File: config.mk
export PLATFORM = sky130hd
export DESIGN_NAME = vga_pixel_pipe
export DESIGN_NICKNAME = d
export VERILOG_FILES = /design/src/rtl/vga_pixel_pipe.sv
export SDC_FILE = /design/constraint.sdc
export NUM_CORES = 1
export LEC_CHECK = 0
export ABC_AREA = 1
export ABC_CLOCK_PERIOD_IN_PS = 3150
export CAP_MARGIN = 20
export CORE_MARGIN = 4
export CORE_UTILIZATION = 46
export CTS_CLUSTER_SIZE = 28
export DETAILED_ROUTE_END_ITERATION = 10
export HOLD_SLACK_MARGIN = 0.03
export PLACE_DENSITY = 0.79
export SLEW_MARGIN = 15
export SYNTH_ARGS = -nofsm -noshare
export SYNTH_HDL_FRONTEND = slang
export SYNTH_SLANG_ARGS = --single-unit
File: constraint.sdc
create_clock -name clk -period 3.15 [get_ports clk]
set_input_delay 0.4725 -clock clk [delete_from_list [all_inputs] [get_ports clk]]
set_output_delay 0.4725 -clock clk [all_outputs]
set_load 0.01 [all_outputs]
File: src/rtl/vga_pixel_pipe.sv
// Pixel back-end: registers the picture-memory address, realigns sideband with the memory data,
// applies the optional darkness mask (`DARK_MASK_EN`) and a frame-paced fade-in.
`timescale 1ns / 1ps
module vga_pixel_pipe #(
  parameter int unsigned ROM_LAT     = 1,
  parameter int unsigned FADE_FRAMES = 4,
  parameter int unsigned DARK_RADIUS = 40
) (
  input  logic        clk,
  input  logic        rst,
  input  logic [9:0]  h_cnt,
  input  logic [9:0]  v_cnt,
  input  logic        valid,
  input  logic        hsync_in,
  input  logic        vsync_in,
  input  logic [16:0] pixel_addr,
  input  logic        notBlank,
  input  logic [3:0]  state,
  input  logic        isDark,
  input  logic [8:0]  player_x,
  input  logic [8:0]  player_y,
  input  logic [11:0] rom_data,
  output logic [16:0] rom_addr,
  output logic [3:0]  vgaRed,
  output logic [3:0]  vgaGreen,
  output logic [3:0]  vgaBlue,
  output logic        hsync,
  output logic        vsync
);

  localparam int unsigned CntW = (FADE_FRAMES > 1) ? $clog2(FADE_FRAMES) : 1;
  localparam logic [CntW-1:0] FadeLast = CntW'(FADE_FRAMES - 1);

  typedef struct packed {
    logic valid;
    logic nb;
    logic hs;
    logic vs;
    logic kill;
  } sb_t;

  localparam sb_t SbReset = '{valid: 1'b0, nb: 1'b0, hs: 1'b1, vs: 1'b1, kill: 1'b0};

  typedef enum logic [0:0] {StFading, StBright} fade_state_e;

  logic kill_a;

`ifdef DARK_MASK_EN
  logic signed [9:0] dx;
  logic signed [9:0] dy;
  logic [9:0]        ax;
  logic [9:0]        ay;
  logic [10:0]       dist;
  logic              dark_hit;
  logic              dark_active;

  // Screen coordinates are 640x480; the player lives on the halved 320x240 grid.
  always_comb begin
    dx          = $signed({1'b0, h_cnt[9:1]}) - $signed({1'b0, player_x});
    dy          = $signed({1'b0, v_cnt[9:1]}) - $signed({1'b0, player_y});
    ax          = dx[9] ? $unsigned(-dx) : $unsigned(dx);
    ay          = dy[9] ? $unsigned(-dy) : $unsigned(dy);
    dist        = {1'b0, ax} + {1'b0, ay};
    dark_hit    = dist > 11'(DARK_RADIUS);
    dark_active = isDark && (state == 4'd2 || state == 4'd4 || state == 4'd6);
  end

  assign kill_a = dark_active && dark_hit;
`else
  logic unused_dark;
  assign unused_dark = ^{isDark, player_x, player_y};
  assign kill_a      = 1'b0;
`endif

  // Stage A plus ROM_LAT delay stages, so sideband meets rom_data at stage C.
  sb_t sb_a;
  sb_t sb_q [ROM_LAT+1];
  sb_t sb_c;

  assign sb_a = '{valid: valid, nb: notBlank, hs: hsync_in, vs: vsync_in, kill: kill_a};
  assign sb_c = sb_q[ROM_LAT];

  always_ff @(posedge clk) begin
    if (!rst) begin
      rom_addr <= '0;
      for (int i = 0; i <= int'(ROM_LAT); i++) sb_q[i] <= SbReset;
    end else begin
      rom_addr <= pixel_addr;
      sb_q[0]  <= sb_a;
      for (int i = 1; i <= int'(ROM_LAT); i++) sb_q[i] <= sb_q[i-1];
    end
  end

  // Fade FSM
  fade_state_e     fade_q, fade_d;
  logic [4:0]      level_q, level_d;
  logic [CntW-1:0] cnt_q, cnt_d;
  logic [3:0]      prev_state_q;
  logic            frame_tick;
  logic            state_chg;
  logic            cnt_en;
  logic            lvl_inc;

  assign frame_tick = (h_cnt == 10'd0) && (v_cnt == 10'd480);
  assign state_chg  = (state != prev_state_q);

  always_ff @(posedge clk) begin
    if (!rst) begin
      fade_q       <= StFading;
      level_q      <= '0;
      cnt_q        <= '0;
      prev_state_q <= '0;
    end else begin
      fade_q       <= fade_d;
      level_q      <= level_d;
      cnt_q        <= cnt_d;
      prev_state_q <= state;
    end
  end

  // A state change overrides any tick in the same cycle.
  always_comb begin
    fade_d  = fade_q;
    level_d = level_q;
    cnt_d   = cnt_q;
    if (state_chg) begin
      fade_d  = StFading;
      level_d = '0;
      cnt_d   = '0;
    end else if (cnt_en) begin
      if (lvl_inc) begin
        cnt_d   = '0;
        level_d = level_q + 5'd1;
        if (level_q == 5'd15) fade_d = StBright;
      end else begin
        cnt_d = cnt_q + CntW'(1);
      end
    end
  end

  always_comb begin
    cnt_en  = 1'b0;
    lvl_inc = 1'b0;
    if (fade_q == StFading && frame_tick && !state_chg) begin
      cnt_en  = 1'b1;
      lvl_inc = (cnt_q == FadeLast);
    end
  end

  // Stage C
  logic [7:0] prod_r, prod_g, prod_b;
  logic [3:0] red_d, green_d, blue_d;

  always_comb begin
    prod_r  = 8'(rom_data[11:8]) * 8'(level_q);
    prod_g  = 8'(rom_data[7:4]) * 8'(level_q);
    prod_b  = 8'(rom_data[3:0]) * 8'(level_q);
    red_d   = prod_r[7:4];
    green_d = prod_g[7:4];
    blue_d  = prod_b[7:4];
    if (!sb_c.valid || !sb_c.nb || sb_c.kill) begin
      red_d   = '0;
      green_d = '0;
      blue_d  = '0;
    end
  end

  always_ff @(posedge clk) begin
    if (!rst) begin
      vgaRed   <= '0;
      vgaGreen <= '0;
      vgaBlue  <= '0;
      hsync    <= 1'b1;
      vsync    <= 1'b1;
    end else begin
      vgaRed   <= red_d;
      vgaGreen <= green_d;
      vgaBlue  <= blue_d;
      hsync    <= sb_c.hs;
      vsync    <= sb_c.vs;
    end
  end

endmodule

# Yosys cells after proc, flatten, opt, wreduce, memory -nomap -nowiden

Memory sizes are Yosys's and may differ from the RTL's.
Index checks and enable logic that the tools add are counted.

Flip-flop bits (word level): 43
RAM bits: 10
Memories kept: 1

Memories:

| name | words | width | rd ports | clocked after Yosys merged registers in | write ports | RTL line | source |
|---|---|---|---|---|---|---|---|
| sb_q | 2     | 5     | 2        | 0                                       | 2           | 77       | `sb_t sb_q [ROM_LAT+1];` |

$add $sub $neg: 2
$mul: 3
Eq/ne operators: 4
Multiplexer cells: 7
Bitwise operators: 4
Reductions and logical operators: 13

Operators with widths:

| kind                | number |
|---|---|
| $mul 4x5->8         | 3 |
| $eq 10x9->1 const B | 1 |
| $logic_not 10->1    | 1 |
| $mux 5              | 2 |
| $add 5x1->5 const B | 1 |
| $eq 5x4->1 const B  | 1 |
| $mux 1              | 4 |
| $ne 4x4->1          | 1 |
| $reduce_or 2->1     | 2 |
| $logic_and 1x1->1   | 3 |
| $logic_not 1->1     | 3 |
| $reduce_and 3->1    | 1 |
| $add 2x1->2 const B | 1 |
| $eq 2x2->1 const B  | 1 |
| $logic_or 1x1->1    | 2 |
| $mux 2              | 1 |
| $not 1->1           | 2 |
| $or 1x1->1          | 2 |
| $reduce_and 2->1    | 1 |

# Depth between registers and ports, before layout

Gate-level depths: netlist of run 1.

Word-level depth: 6
Mapped depth: 14

# Worst setup path before layout of run 1

OpenSTA, ideal clock, no wires.

Kind: flip-flop to flip-flop
From: register level_q[2]
To: register vgaGreen[3]
Data arrival time: 2628 ps
Path slack: 402 ps
Stages on the path, launching flop included: 12
Period minus slack after synthesis: 2748 ps
Cells stage by stage: dfxtp_1 -> clkbuf_1 -> nand2_1 -> fa_1 -> fa_1 -> inv_1 -> ha_1 -> a21oi_1 -> o21a_1 -> nand2_1 -> o21ai_0 -> a21oi_1

Cells in the longest elaborated chain, start to end: 1

Ends and longest elaborated chain:

| item                     | RTL line | source |
|---|---|---|
| start: declaration       | 96       | `logic [4:0] level_q, level_d;` |
| start signal: assignment | 115      | `level_q <= level_d;` |
| $mul 4x5->8              | 156      | `prod_g = 8'(rom_data[7:4]) * 8'(level_q);` |
| end signal: assignment   | 177      | `vgaGreen <= green_d;` |
| end: declaration         | 25       | `output logic [3:0] vgaGreen,` |

No other way between the ends.
A chain may end at the register's enable or synchronous reset.

# Final worst setup path of run 1

Ends and elaborated chain as after synthesis.

==> flow_metrics.env, run 1 <==
export IMPL_drt_pass1_iter_count=4
export IMPL_finalClockSkew_ps=6.671
export IMPL_number_of_max_slew_violations_in_the_final_report=0
export IMPL_hold_class="register to register"
export IMPL_holdWs_ps=420.0
export IMPL_drcViolationCount=0
export IMPL_critPathTopFamily="adder cells"
export IMPL_synthDominantCellAreaShare_pct=31.43
export IMPL_synth_adder_area_share_pct=20.80
export IMPL_grt_max_degree=27
export IMPL_synth_compound_area_share_pct=6.703
export IMPL_initialDrtViolationCount=74
export IMPL_holdBufCountCts=0
export IMPL_clock_tree_from_tritoncts="done"
export IMPL_clock_root_buffer="sky130_fd_sc_hd__clkbuf_8"
export IMPL_die_height_um=92.03
export IMPL_drt_total_wl_um=6890
export IMPL_max_clock_freq_ghz=0.3425
export IMPL_syn_avg_cell_area_um2=7.433
export IMPL_number_of_maximum_capacitance_constraint_violations=0
export IMPL_synth_enable_flop_cells=0
export IMPL_yosysTopAreaCell="sky130_fd_sc_hd__dfxtp_1"
export IMPL_post_place_cells=631
export IMPL_hold_violations=0
export IMPL_worstPathCellList="nand2_1 -> fa_1 -> fa_1 -> inv_1 -> ha_1 -> a21oi_1 -> o21a_1 -> nand2_1 -> o21ai_0 -> a21oi_1"
export IMPL_final_util_pct=64.93
export IMPL_timing_critical_path_arrival_ps=3120
export IMPL_cts_buffers_inserted=5
export IMPL_switching_share_pct=24.22
export IMPL_slowest_delay_ps=700
export IMPL_rr_worst_depth=10
export IMPL_synth_xor_xnor_area_share_pct=1.618
export IMPL_nets=665
export IMPL_cp_max_fo=15
export IMPL_worstHoldPathCells=2
export IMPL_maxSlewHeadroom_pct=61.58
export IMPL_first_pass_grt_wire_length_um=12100
export IMPL_timing_reg2reg_setup_slack_ps=230
export IMPL_worst_r2r_endpoint="vgaGreen[3]"
export IMPL_syn_inst=437
export IMPL_vdd_ir_drop_worst_mv=0.2914
export IMPL_synth_warning_count=0
export IMPL_fp_coreArea_um2=6832
export IMPL_post_synth_mux_area_share_pct=0
export IMPL_ys_types=31
export IMPL_final_period_minus_worst_setup_slack_ps=2920
export IMPL_synth_simple_gate_area_share_pct=26.77
export IMPL_overall_track_demand_over_capacity_in_global_routing_pct=17.36
export IMPL_slowest_stage="sky130_fd_sc_hd__dfxtp_1"
export IMPL_fp_dieArea_um2=8470
export IMPL_mappedNetlistArea_um2=3248
export IMPL_antenna_violations_before_repair=0
export IMPL_grt_pass1_vias=2985
export IMPL_setup_repair_after_global_routing_missed_its_margin="false"
export IMPL_clk_insertion_delay_late_ps=310
export IMPL_timing_setup_critical_path_class="register to register"
export IMPL_final_min_period_over_clock_period_pct=92.68
export IMPL_globalplace_congestion=0.8361
export IMPL_netlist_top_cells_area="sky130_fd_sc_hd__dfxtp_1 (31%), sky130_fd_sc_hd__nand2_1 (14%), sky130_fd_sc_hd__ha_1 (12%)"
export IMPL_dp_hpwl_um=5686
export IMPL_drive_gt1_share_pct=10.31
export IMPL_finalInstanceArea_um2=4436
export IMPL_clock_path_buffers=2
export IMPL_fp_row_count=30
export IMPL_post_cts_setup_buffers=0
export IMPL_wl_per_cell_um=10.78
export IMPL_cellPowerDensity_nw_per_um2=276.3
export IMPL_fillCellCount=596
export IMPL_placedInstanceArea_um2=4343
export IMPL_vias=2884
export IMPL_cellInternalPower_mw=0.9289
export IMPL_synth_seq_cells=51
export IMPL_worst_path_buf_inv=1
export IMPL_post_place_ws_ps=-98.39
export IMPL_synth_top_family_by_area="simple AND/OR/NAND/NOR gates"
export IMPL_fp_dieW_um=92.03
export IMPL_port_buffer_cells=89
export IMPL_seq_power_share_pct=54.6
export IMPL_cts_repair_resized=0
export IMPL_path_clk_slew_ps=100
export IMPL_status="finished clean"
export IMPL_h_tree_depth=2
export IMPL_synth_async_reset_ratio_pct=0
export IMPL_antenna_violating_nets_post_route=0
export IMPL_regToRegStartpoint="level_q[2]"
export IMPL_critical_path_startpoint_type="register"
export IMPL_overflow=0
export IMPL_synth_nets=560
export IMPL_instances_no_fill=639
export IMPL_avgViaCountPerCell=4.513
export IMPL_cellLeakagePower_nw=2.424
export IMPL_initial_core_util_pct=47.55
export IMPL_synthMostInstantiatedCell="sky130_fd_sc_hd__nand2_1"
export IMPL_worst_pin_slew_ps=575.6
export IMPL_antenna_cells_inserted=0
export IMPL_area_growth_synth_to_final_pct=36.56
export IMPL_design_portCount=109
export IMPL_dominantRegCellSynth="sky130_fd_sc_hd__dfxtp_1"
export IMPL_hold_path_startpoint="sb_q[0][4]"
export IMPL_cts_num_sinks=51
export IMPL_pwr_share_clk_pct=32.0
export IMPL_setup_violations_final=0
export IMPL_synth_sequential_area_ratio_pct=31.43
export IMPL_worst_ep_required_time_ps=3350
export IMPL_hold_path_end="sb_q[0][9]"
export IMPL_net_switching_power_mw=0.2969
export IMPL_critical_path_endpoint_type="register"
export IMPL_power_frac_comb_pct=13.4
export IMPL_setup_ws_ps=230.5
export IMPL_synth_top_cells_by_count="sky130_fd_sc_hd__nand2_1 (125), sky130_fd_sc_hd__inv_1 (97), sky130_fd_sc_hd__dfxtp_1 (51)"
==> how the worst max path moves through the flow <==
stage	startpoint	end	slack (ps)	cells after the start
2_1_floorplan	level_q[2]	vgaGreen[3]	400	11
3_3_place_gp	rom_data[3]	vgaBlue[3]	-30	13
3_5_place_dp	rom_data[2]	vgaBlue[3]	-100	13
4_1_cts	level_q[2]	vgaGreen[3]	230	10
5_1_grt	level_q[2]	vgaRed[2]	6	11
6_report	level_q[2]	vgaGreen[3]	230	10
==> per-stage QoR <==
step / setup TNS [ps] / power [mW]
after detailed placement: -286.1 / 0.8504
after global routing: 0 / 1.287
after CTS: 0 / 1.247
after global placement: -26.48 / 0.8458
final: 0 / 1.226
after floorplan: 0 / 0.7286
==> area by class of cell <==
cell class | count | area (um2) | share of cell area, %
clock inverters | 3 | 23.77 | 0.5360
inverters | 98 | 367.9 | 8.293
multi-input cells | 280 | 1815 | 40.93
flip-flops and latches | 51 | 1021 | 23.02
well taps | 96 | 120.1 | 2.708
clock buffers | 5 | 68.82 | 1.551
repair buffers | 106 | 1018 | 22.96
==> cells by family (layout without fill, tap and decap cells) <==
family,count (synthesis),in the layout
buf+inv,106,212
simple gates,190,190
fa+ha+maj,45,45
flops,51,51
xor+xnor,6,6
compound gates,39,39
==> registers in the layout (all words and copies together) (netlist names) <==
signal / cells
rom_addr: 17
sb_q: 8
level_q: 5
prev_state_q: 4
vgaBlue: 4
vgaGreen: 4
vgaRed: 4
cnt_q: 2
fade_q: 1
hsync: 1
vsync: 1
==> per-layer routing <==
layer	share of wire (%)	global-route usage (%)	up-vias
met5	0	0	-
met3	9.0	7.137	8
met4	1.3	4.703	0
li1	-	-	1518
met1	41	18.26	1283
met2	49	31.75	75
==> worst min-delay path, stage by stage (launching register included) <==
cell and delay (ps):
sky130_fd_sc_hd__dfxtp_1 320, sky130_fd_sc_hd__nand2_1 40, sky130_fd_sc_hd__inv_1 40
==> power by group through the flow <==
stage | sequential (mW) | combinational [mW] | clock, mW
6_report | 0.669 | 0.165 | 0.392
5_1_grt | 0.671 | 0.180 | 0.436
4_1_cts | 0.670 | 0.167 | 0.410
3_5_place_dp | 0.685 | 0.166 | 0
3_3_place_gp | 0.684 | 0.162 | 0
2_1_floorplan | 0.690 | 0.0381 | 0
==> layout by cell type (no fill, tap or decap), drive strengths merged <==
cell type	instances
clkbuf	5
ha	30
buf	17
xor2	3
nor2	34
a21oi	22
o21ai	11
inv	99
or2	10
a21boi	3
clkdlybuf4s50	89
nand2	132
o21a	3
nand3	5
fa	15
nor3b	1
xnor2	3
clkinvlp	1
nand4	8
dfxtp	51
clkinv	1
Note: power is estimated with default switching activity, not from simulation.
==> inputs of run 2 (changes only) <==
--- a/config.mk
+++ b/config.mk
@@ -6,14 +6,15 @@
 export NUM_CORES = 1
 export LEC_CHECK = 0
 export ABC_AREA = 1
-export ABC_CLOCK_PERIOD_IN_PS = 3150
+export ABC_CLOCK_PERIOD_IN_PS = 3400
 export CAP_MARGIN = 20
+export CORE_ASPECT_RATIO = 2
 export CORE_MARGIN = 4
-export CORE_UTILIZATION = 46
+export CORE_UTILIZATION = 50
 export CTS_CLUSTER_SIZE = 28
 export DETAILED_ROUTE_END_ITERATION = 10
 export HOLD_SLACK_MARGIN = 0.03
-export PLACE_DENSITY = 0.79
+export PLACE_DENSITY = 0.85
 export SLEW_MARGIN = 15
 export SYNTH_ARGS = -nofsm -noshare
 export SYNTH_HDL_FRONTEND = slang
==> constraint.sdc (replaced) <==
create_clock -name clk -period 3.4 [get_ports clk]
set_input_delay 0.51 -clock clk [delete_from_list [all_inputs] [get_ports clk]]
set_output_delay 0.51 -clock clk [all_outputs]
set_load 0.01 [all_outputs]
==> run 2 against run 1 <==
Worst setup slack improved by 110 ps. Critical path type is now input port to register. Sequential cell count is the same. Combinational power shrank 12%. Non-clock buffer count down 11. Core utilization grew 4.7 points. Clock skew is 2.5 ps higher. Clock power up 29%. Global-route usage increased by 3.2 points. Highest routed layer unchanged. Cell area fell by 0.96%.
==> flow_metrics.env, run 2 (same netlist as run 1, synthesis figures left out) <==
export IMPL_die_height_um=122.0
export IMPL_final_min_period_over_clock_period_pct=89.87
export IMPL_setup_ws_ps=344.4
export IMPL_initialDrtViolationCount=101
export IMPL_finalClockSkew_ps=9.139
export IMPL_cellPowerDensity_nw_per_um2=289.4
export IMPL_final_setup_tns_ps=0
export IMPL_clock_tree_from_tritoncts="done"
export IMPL_timing_setup_critical_path_class="input port to register"
export IMPL_h_tree_depth=2
export IMPL_layout_cells_most_common="sky130_fd_sc_hd__nand2_1"
export IMPL_antenna_cells_inserted=0
export IMPL_cellLeakagePower_nw=2.390
export IMPL_top_register="rom_addr"
export IMPL_area_growth_synth_to_final_pct=35.25
export IMPL_post_place_cells=610
export IMPL_clock_root_buffer="sky130_fd_sc_hd__clkbuf_16"
export IMPL_drive_gt1_share_pct=8.271
export IMPL_overall_track_demand_over_capacity_in_global_routing_pct=20.60
export IMPL_maxSlewHeadroom_pct=63.61
export IMPL_first_pass_grt_wire_length_um=12810
export IMPL_final_period_minus_worst_setup_slack_ps=3056
export IMPL_fin_total_pwr_mw=1.271
export IMPL_clk_insertion_delay_late_ps=300
export IMPL_fp_dieW_um=64.99
export IMPL_regToRegStartpoint="level_q[1]"
export IMPL_critical_path_endpoint_type="register"
export IMPL_crit_path_start="rom_data[7]"
export IMPL_port_buffer_cells=89
export IMPL_path_clk_slew_ps=70
export IMPL_drcViolationCount=0
export IMPL_grt_max_degree=27
export IMPL_hold_class="register to register"
export IMPL_cts_repair_resized=0
export IMPL_design_portCount=109
export IMPL_globalplace_congestion=0.8401
export IMPL_initial_core_util_pct=51.48
export IMPL_multiInputGateArea_um2=1815
export IMPL_largest_register_ffs=17
export IMPL_vdd_ir_drop_worst_mv=0.3876
export IMPL_cts_num_sinks=51
export IMPL_setup_repair_after_global_routing_missed_its_margin="false"
export IMPL_antenna_violating_nets_post_route=0
export IMPL_number_of_maximum_capacitance_constraint_violations=0
export IMPL_setup_violations_final=0
export IMPL_grt_pass1_vias=3188
export IMPL_layout_area_seq_um2=1021
export IMPL_fp_coreArea_um2=6310
export IMPL_cts_buffers_inserted=5
export IMPL_critical_path_startpoint_type="input port"
export IMPL_cp_max_fo=5
export IMPL_fp_row_count=41
export IMPL_max_clock_freq_ghz=0.3273
export IMPL_holdBufCountCts=0
export IMPL_clock_path_buffers=2
export IMPL_fp_dieArea_um2=7928
export IMPL_hold_violations=0
export IMPL_hold_path_startpoint="sb_q[0][3]"
export IMPL_antenna_violations_before_repair=0
export IMPL_layout_cells_most_common_list="sky130_fd_sc_hd__nand2_1 (125), sky130_fd_sc_hd__inv_1 (97), sky130_fd_sc_hd__clkdlybuf4s50_1 (89)"
export IMPL_fillCellCount=513
export IMPL_wl_per_cell_um=12.32
export IMPL_instances_no_fill=618
export IMPL_dp_hpwl_um=6213
export IMPL_number_of_max_slew_violations_in_the_final_report=0
export IMPL_avgViaCountPerCell=4.867
export IMPL_post_cts_setup_buffers=0
export IMPL_drt_pass1_iter_count=4
export IMPL_nets=654
export IMPL_drt_total_wl_um=7614
export IMPL_vias=3008
export IMPL_largestRegisters="rom_addr: 17 flops, sb_q: 8 flops, level_q: 5 flops"
export IMPL_status="finished clean"
export IMPL_timing_critical_path_arrival_ps=3240
export IMPL_post_place_ws_ps=77.76
export IMPL_overflow=0
export IMPL_worst_pin_slew_ps=545.1
export IMPL_holdWs_ps=417.0
export IMPL_worst_ep_required_time_ps=3580
==> run 2: cell types whose count changed in the layout (fill, tap and decap cells not counted) <==
cell                        previous run  this run
sky130_fd_sc_hd__buf_4                17         6
sky130_fd_sc_hd__clkbuf_16             0         5
sky130_fd_sc_hd__clkbuf_8              5         0
sky130_fd_sc_hd__clkbuf_1              0         1
sky130_fd_sc_hd__clkinv_2              1         0
sky130_fd_sc_hd__inv_6                 0         1
sky130_fd_sc_hd__inv_8                 1         0
==> run 2: per-layer routing <==
metal	GRT usage [%]	up-vias	part of all wire, %
met4	12.05	0	4.0
li1	-	1493	-
met2	40.41	111	58
met5	0	-	0
met1	16.89	1375	31
met3	6.642	29	7.3
==> run 2: final cells by class <==
| type | instances | area share (%) |
|---|---|---|
| repair buffers | 95 | 21.30 |
| multi-input cells | 280 | 41.33 |
| flip-flops and latches | 51 | 23.24 |
| inverters | 98 | 8.374 |
| well taps | 86 | 2.449 |
| clock buffers | 6 | 2.934 |
| clock inverters | 2 | 0.3703 |
==> run 2: power breakdown <==
group          switching [mW]  total [mW]  internal, mW
registers             0.00542       0.621         0.615
logic                  0.0552       0.146        0.0908
clock network           0.228       0.504         0.276
total                   0.289        1.27         0.982
==> run 2: path summary, 6_finish.rpt <==
check / to / slack (ps) / cells after the start
max: vgaGreen[3] / 340 / 11
min: sb_q[0][8] / 420 / 2
max reg2reg: vgaGreen[3] / 400 / 10
min reg2reg: sb_q[0][8] / 420 / 2
==> run 2: stage by stage <==
step	utilization (%)	instance area (um2)
final	69.62	4393
after global routing	69.62	4393
after CTS	69.62	4393
after detailed placement	67.32	4248
after global placement	67.32	4248
after floorplan	-	3248
==> run 2: worst max-delay path, cell delays in order <==
cell and delay [ps]:
sky130_fd_sc_hd__clkdlybuf4s50_1 560, sky130_fd_sc_hd__nand2_1 110, sky130_fd_sc_hd__fa_1 550, sky130_fd_sc_hd__fa_1 550, sky130_fd_sc_hd__inv_1 40, sky130_fd_sc_hd__ha_1 300
sky130_fd_sc_hd__a21oi_1 210, sky130_fd_sc_hd__o21a_1 130, sky130_fd_sc_hd__nand2_1 60, sky130_fd_sc_hd__o21ai_0 160, sky130_fd_sc_hd__a21oi_1 60
==> inputs of run 3 (changes only) <==
--- a/config.mk
+++ b/config.mk
@@ -11,7 +11,6 @@
 export CORE_ASPECT_RATIO = 2
 export CORE_MARGIN = 4
 export CORE_UTILIZATION = 50
-export CTS_CLUSTER_SIZE = 28
 export DETAILED_ROUTE_END_ITERATION = 10
 export HOLD_SLACK_MARGIN = 0.03
 export PLACE_DENSITY = 0.85
==> results of run 3 <==
Same layout as run 2: the final DEF is identical, and so are final timing and power.
